[config.mk]
export PLATFORM = sky130hd
export DESIGN_NAME = onehot_rr_arbiter
export DESIGN_NICKNAME = d
export VERILOG_FILES = /design/src/rtl/onehot_rr_arbiter.sv
export SDC_FILE = /design/constraint.sdc
export NUM_CORES = 1
export LEC_CHECK = 0
export CORE_ASPECT_RATIO = 1.1
export CORE_MARGIN = 2
export CORE_UTILIZATION = 42
export CTS_CLUSTER_DIAMETER = 30
export DETAILED_ROUTE_END_ITERATION = 8
export PLACE_DENSITY = 0.73
export REMOVE_ABC_BUFFERS = 1
export SLEW_MARGIN = 15
export SYNTH_ARGS = -nofsm -noshare
export SYNTH_HDL_FRONTEND = slang
export SYNTH_SLANG_ARGS = --single-unit
[constraint.sdc]
create_clock -name clk -period 1.7 [get_ports clk]
set_clock_uncertainty 0.1 [all_clocks]
set_input_delay 0.255 -clock clk [delete_from_list [all_inputs] [get_ports clk]]
set_output_delay 0.255 -clock clk [all_outputs]
set_load 0.05 [all_outputs]
[src/rtl/onehot_rr_arbiter.sv]
// Round-robin front end for the registered one-hot operand mux: picks a requester,
// drives the mux select, and tracks the mux's one-cycle latency for the output handshake.
//
// Handshake rules: a transfer happens on an edge where valid and ready are both high.
// A requester holds req_valid (and its mux data) until it sees req_ready.
// req_ready[grant_idx] follows out_ready while the mux output is valid, so each upstream
// transfer coincides with the downstream one.
module onehot_rr_arbiter #(
  parameter int NUM_REQ = 3,
  parameter int IDX_W   = $clog2(NUM_REQ)
) (
  input  logic               clk,
  input  logic               rst_n,
  input  logic [NUM_REQ-1:0] req_valid,
  output logic [NUM_REQ-1:0] req_ready,
  output logic [NUM_REQ-1:0] en,
  output logic [IDX_W-1:0]   grant_idx,
  output logic               out_valid,
  input  logic               out_ready,
  output logic [1:0]         state_dbg
);

  typedef enum logic [1:0] {
    IDLE  = 2'd0,
    FILL  = 2'd1,
    VALID = 2'd2
  } state_t;

  localparam logic [NUM_REQ-1:0] ONE = {{(NUM_REQ-1){1'b0}}, 1'b1};

  state_t               state, state_n;
  logic [NUM_REQ-1:0]   en_n;
  logic [IDX_W-1:0]     grant_n, ptr, ptr_n, ptr_after;
  logic                 out_valid_n;
  logic [NUM_REQ-1:0]   masked_req;
  logic [IDX_W-1:0]     pick_idle, pick_valid;

  // First set bit of m, scanning from p upward and wrapping.
  function automatic logic [IDX_W-1:0] rr_pick(input logic [NUM_REQ-1:0] m,
                                               input logic [IDX_W-1:0]   p);
    logic [IDX_W-1:0] r;
    int               t;
    r = '0;
    for (int k = NUM_REQ - 1; k >= 0; k--) begin
      t = int'(p) + k;
      if (t >= NUM_REQ) t = t - NUM_REQ;
      if (m[t]) r = IDX_W'(t);
    end
    return r;
  endfunction

  assign ptr_after  = (grant_idx == IDX_W'(NUM_REQ - 1)) ? '0 : IDX_W'(grant_idx + 1'b1);
  assign masked_req = req_valid & ~en;
  assign pick_idle  = rr_pick(req_valid, ptr);
  assign pick_valid = rr_pick(masked_req, ptr_after);
  assign state_dbg  = state;

  always_comb begin
    state_n     = state;
    en_n        = en;
    grant_n     = grant_idx;
    out_valid_n = out_valid;
    ptr_n       = ptr;
    req_ready   = '0;
    case (state)
      IDLE: begin
        if (|req_valid) begin
          en_n    = ONE << pick_idle;
          grant_n = pick_idle;
          state_n = FILL;
        end
      end
      FILL: begin
        out_valid_n = 1'b1;
        state_n     = VALID;
      end
      VALID: begin
        // en is the one-hot of grant_idx, so it doubles as the ready mask.
        req_ready = (out_ready && rst_n) ? en : '0;
        if (out_ready) begin
          ptr_n       = ptr_after;
          out_valid_n = 1'b0;
          if (|masked_req) begin
            en_n    = ONE << pick_valid;
            grant_n = pick_valid;
            state_n = FILL;
          end else begin
            en_n    = '0;
            grant_n = '0;
            state_n = IDLE;
          end
        end
      end
      default: begin
        en_n        = '0;
        grant_n     = '0;
        out_valid_n = 1'b0;
        state_n     = IDLE;
      end
    endcase
  end

  always_ff @(posedge clk) begin
    if (!rst_n) begin
      state     <= IDLE;
      en        <= '0;
      grant_idx <= '0;
      out_valid <= 1'b0;
      ptr       <= '0;
    end else begin
      state     <= state_n;
      en        <= en_n;
      grant_idx <= grant_n;
      out_valid <= out_valid_n;
      ptr       <= ptr_n;
    end
  end

  // A granted requester must keep its valid up until it is accepted.
  a_hold_valid: assert property (@(posedge clk) disable iff (!rst_n)
    (state != IDLE) |-> |(req_valid & en));
  a_en_onehot: assert property (@(posedge clk) disable iff (!rst_n)
    $onehot0(en) && ((en == '0) == (state == IDLE)));
  a_valid_state: assert property (@(posedge clk) disable iff (!rst_n)
    out_valid |-> (state == VALID));

endmodule

==> insert_results.sql <==
INSERT INTO impl_metrics (metric_group, metric, value, unit) VALUES
('detailed_routing', 'drt_drc_violations_left', '0', ''),
('logic_synthesis', 'netlist_instances', '81', ''),
('power_and_ir_drop', 'p_comb_share', '36.9', '%'),
('worst_setup_path', 'timing.setup.critical_path_class', 'input port to flip-flop', ''),
('final_layout', 'postLayoutCoreUtil', '76.4', '%'),
('power_and_ir_drop', 'design_power_total', '0.000810', 'W'),
('detailed_routing', 'vias_per_cell', '5.81', ''),
('hold_path', 'timing.hold.worst_path_depth', '3', ''),
('job', 'max_cap_violations', '0', ''),
('clocking', 'clock_path_buffers', '2', ''),
('sta', 'timing_max_transition_violations_final', '0', ''),
('sta', 'maxSlewHeadroom', '74.2', '%'),
('power_and_ir_drop', 'sequentialPowerShare', '34.6', '%'),
('worst_setup_path', 'crit_path_frequent_cell', 'sky130_fd_sc_hd__nor4_2', ''),
('global_route', 'grt_pass1_wl', '2860', 'um'),
('logic_synthesis', 'yosys_register_bits', '10', ''),
('detailed_routing', 'drt_first_iter_violations', '15', ''),
('worst_setup_path', 'crit_path_top_delay_cell', 'sky130_fd_sc_hd__clkdlybuf4s50_1', ''),
('logic_synthesis', 'syn_avg_cell_area', '8.48', 'um^2'),
('die', 'floorplan.die_area', '1980', 'um^2'),
('worst_setup_path', 'largest_incremental_delay_on_the_critical_path', '0.57', 'ns'),
('worst_setup_path', 'critical_path_required', '1.81', 'ns'),
('sta', 'hold_viol_final', '0', ''),
('power_and_ir_drop', 'power_switching_share', '35.4', '%'),
('worst_setup_path', 'critPathBufInv', '1', ''),
('global_route', 'grtUsageTotal', '19.3', '%'),
('clocking', 'clkSinkCount', '10', ''),
('power_and_ir_drop', 'power_frac_clock', '28.5', '%'),
('clocking', 'cts_buffers', '3', ''),
('placement', 'post-dp-hpwl', '1330', 'um'),
('final_layout', 'layout.cells.most_common', 'sky130_fd_sc_hd__buf_4', ''),
('power_and_ir_drop', 'internal_power', '0.000523', 'W'),
('die', 'start_util', '44.1', '%'),
('worst_setup_path', 'timing.critical_path.max_delay_family', 'simple AND/OR/NAND/NOR gates', ''),
('logic_synthesis', 'synth.cell_area', '687', 'um^2'),
('outcome', 'outcome', 'finished, violations left', ''),
('power_and_ir_drop', 'cellLeakagePower', '0.503', 'nW'),
('hold_path', 'hold_path_class', 'input port to flip-flop', ''),
('logic_synthesis', 'ys.warnings.count', '0', ''),
('global_route', 'grt_start_max_net_pins', '10', ''),
('clocking', 'tritoncts', 'done', ''),
('global_route', 'grt_pass1_vias', '673', ''),
('power_and_ir_drop', 'vdd_ir_drop_max', '0.000460', 'V'),
('sta', 'timing.final.crit_period', '1.75', 'ns'),
('detailed_routing', 'ant_nets', '0', ''),
('placement', 'detailed_place.area', '1010', 'um^2'),
('sta', 'period_share', '103', '%'),
('die', 'core-area', '1560', 'um^2'),
('worst_setup_path', 'path_cells', 'clkdlybuf4s50_1 > nor4_2 > nor4_2 > or3b_1 > nand3_2', ''),
('worst_setup_path', 'setup.worst_path.end_class', 'flip-flop', ''),
('sta', 'finalSetupViolCount', '5', ''),
('sta', 'fmax', '573', 'MHz'),
('sta', 'postLayoutSetupSlackWorst', '-0.0456', 'ns'),
('die', 'dieHeight', '46.4', 'um'),
('worst_setup_path', 'critical_path_arrival', '1.86', 'ns'),
('power_and_ir_drop', 'netSwitchingPower', '0.000287', 'W'),
('final_layout', 'final_nets', '129', ''),
('outcome', 'violations', 'setup timing', ''),
('power_and_ir_drop', 'powerDensity', '680', 'nW/um^2'),
('worst_setup_path', 'worst_r2r_path_depth', '6', ''),
('final_layout', 'finalNonFillerCells', '135', ''),
('global_route', 'grt_antenna_before_repair', '0', ''),
('placement', 'last_weighted_congestion_value_of_the_routability_driven_placer', '0.771', ''),
('clocking', 'clock_tree.htree_level_count', '1', ''),
('final_layout', 'antenna_cells', '0', ''),
('worst_setup_path', 'cp-start-kind', 'input port', ''),
('hold_path', 'min_delay_worst_endpoint', 'out_valid', ''),
('worst_setup_path', 'critical_path.reg2reg.endpoint', 'grant_idx[0]', ''),
('worst_setup_path', 'timing.critical_path.fanout_max', '4', ''),
('clocking', 'clock_latency', '0.28', 'ns'),
('sta', 'tightestPinTransition', '0.383', 'ns');
==> worst max path at each step <==
stage	startpoint	to	cells after the start
finish	req_valid[1]	grant_idx[0]	5
CTS	ptr[0]	grant_idx[0]	6
global placement	req_valid[2]	en[0]	5
global route	state_dbg[0]	req_ready[0]	5
detailed placement	req_valid[2]	grant_idx[0]	5
floorplan	state_dbg[1]	req_ready[0]	3
==> sequential cells by signal, indices dropped and copies added, names as in the netlist <==
| signal | cells |
|---|---|
| en | 3 |
| grant_idx | 2 |
| out_valid | 1 |
| ptr | 2 |
| state_dbg | 2 |
==> power by group through the flow <==
stage               Combinational, W  Clock, W  Sequential (W)
floorplan                  0.0000816         0        0.000346
global placement            0.000246         0        0.000288
detailed placement          0.000250         0        0.000289
CTS                         0.000264  0.000232        0.000281
global route                0.000314  0.000237        0.000282
finish                      0.000299  0.000230        0.000280
==> metrics by stage <==
stage / hold slack [ns] / setup TNS, ns
finish: 0.354 / -0.110
global route: 0.384 / -0.334
CTS: 0.350 / -0.0000848
detailed placement: 0.395 / -0.957
global placement: 0.389 / -1.05
floorplan: 0.303 / -1.16
==> synthesized netlist by cell type <==
master | n | area, um^2
sky130_fd_sc_hd__a32oi_1 | 1 | 8.76
sky130_fd_sc_hd__nand3b_1 | 1 | 7.51
sky130_fd_sc_hd__or3_1 | 1 | 6.26
sky130_fd_sc_hd__dfxtp_1 | 10 | 200
sky130_fd_sc_hd__a221oi_1 | 1 | 8.76
sky130_fd_sc_hd__nand2b_1 | 4 | 25.0
sky130_fd_sc_hd__nor4_2 | 2 | 25.0
sky130_fd_sc_hd__mux2i_1 | 1 | 10.0
sky130_fd_sc_hd__o31ai_1 | 2 | 15.0
sky130_fd_sc_hd__nor3b_1 | 4 | 30.0
sky130_fd_sc_hd__o211a_1 | 1 | 10.0
sky130_fd_sc_hd__o21ai_0 | 3 | 15.0
sky130_fd_sc_hd__nor3_1 | 2 | 10.0
sky130_fd_sc_hd__a21bo_2 | 1 | 10.0
sky130_fd_sc_hd__nor4bb_2 | 1 | 16.3
sky130_fd_sc_hd__nor4b_1 | 1 | 8.76
sky130_fd_sc_hd__o22ai_1 | 2 | 12.5
sky130_fd_sc_hd__inv_1 | 5 | 18.8
sky130_fd_sc_hd__o311a_1 | 1 | 10.0
sky130_fd_sc_hd__a2111oi_2 | 2 | 30.0
sky130_fd_sc_hd__nor2b_1 | 5 | 31.3
sky130_fd_sc_hd__or3b_1 | 1 | 8.76
sky130_fd_sc_hd__or2_2 | 1 | 6.26
sky130_fd_sc_hd__a21oi_1 | 3 | 15.0
sky130_fd_sc_hd__o21bai_1 | 1 | 7.51
sky130_fd_sc_hd__ha_1 | 4 | 50.1
sky130_fd_sc_hd__and2_1 | 3 | 18.8
sky130_fd_sc_hd__nor2_1 | 5 | 18.8
sky130_fd_sc_hd__nand2_1 | 6 | 22.5
sky130_fd_sc_hd__nand3_1 | 6 | 30.0
==> area by class of cell <==
type                    count  area (um^2)
multi-input cells          66          568
fillers                   112          368
repair buffers             33          335
flip-flops and latches     10          210
clock buffers               4         36.3
well taps                  17         21.3
inverters                   5         18.8
==> logic make-up after synthesis <==
kind of cell,Yosys count,synth area share [%]
AOI/OAI and AO/OA,18,20.8
adders and majority gates,4,7.29
buffers and inverters,5,2.73
DFF,10,29.1
muxes,1,1.46
and+or+nand+nor,43,38.6
==> routing by layer <==
| metal | GRT usage (%) | wire, um | vias up | part of all wire [%] |
|---|---|---|---|---|
| li1 | - | - | 373 | - |
| met1 | 22.8 | 878 | 374 | 42 |
| met2 | 34.2 | 1060 | 34 | 51 |
| met3 | 3.53 | 103 | 4 | 5.0 |
| met4 | 9.38 | 26 | 0 | 1.3 |
| met5 | 0 | 0 | - | 0 |
==> worst min-delay path: cells and delay by family <==
kind	cells	cell delay (ns)
AO/OA/AOI/OAI	2	0.20
buffers and inverters	1	0.23
==> what timing repair did <==
action | 4_1_cts | 5_1_grt
endpoints found under the hold margin | 0 | 0
endpoints found under the setup margin | 8 | 8
resized for setup | 13 | 15
buffers inserted | 1 | 4
pin swaps | 4 | 6
hold buffers | 0 | 0
Note: power is estimated with default switching activity, not from simulation.
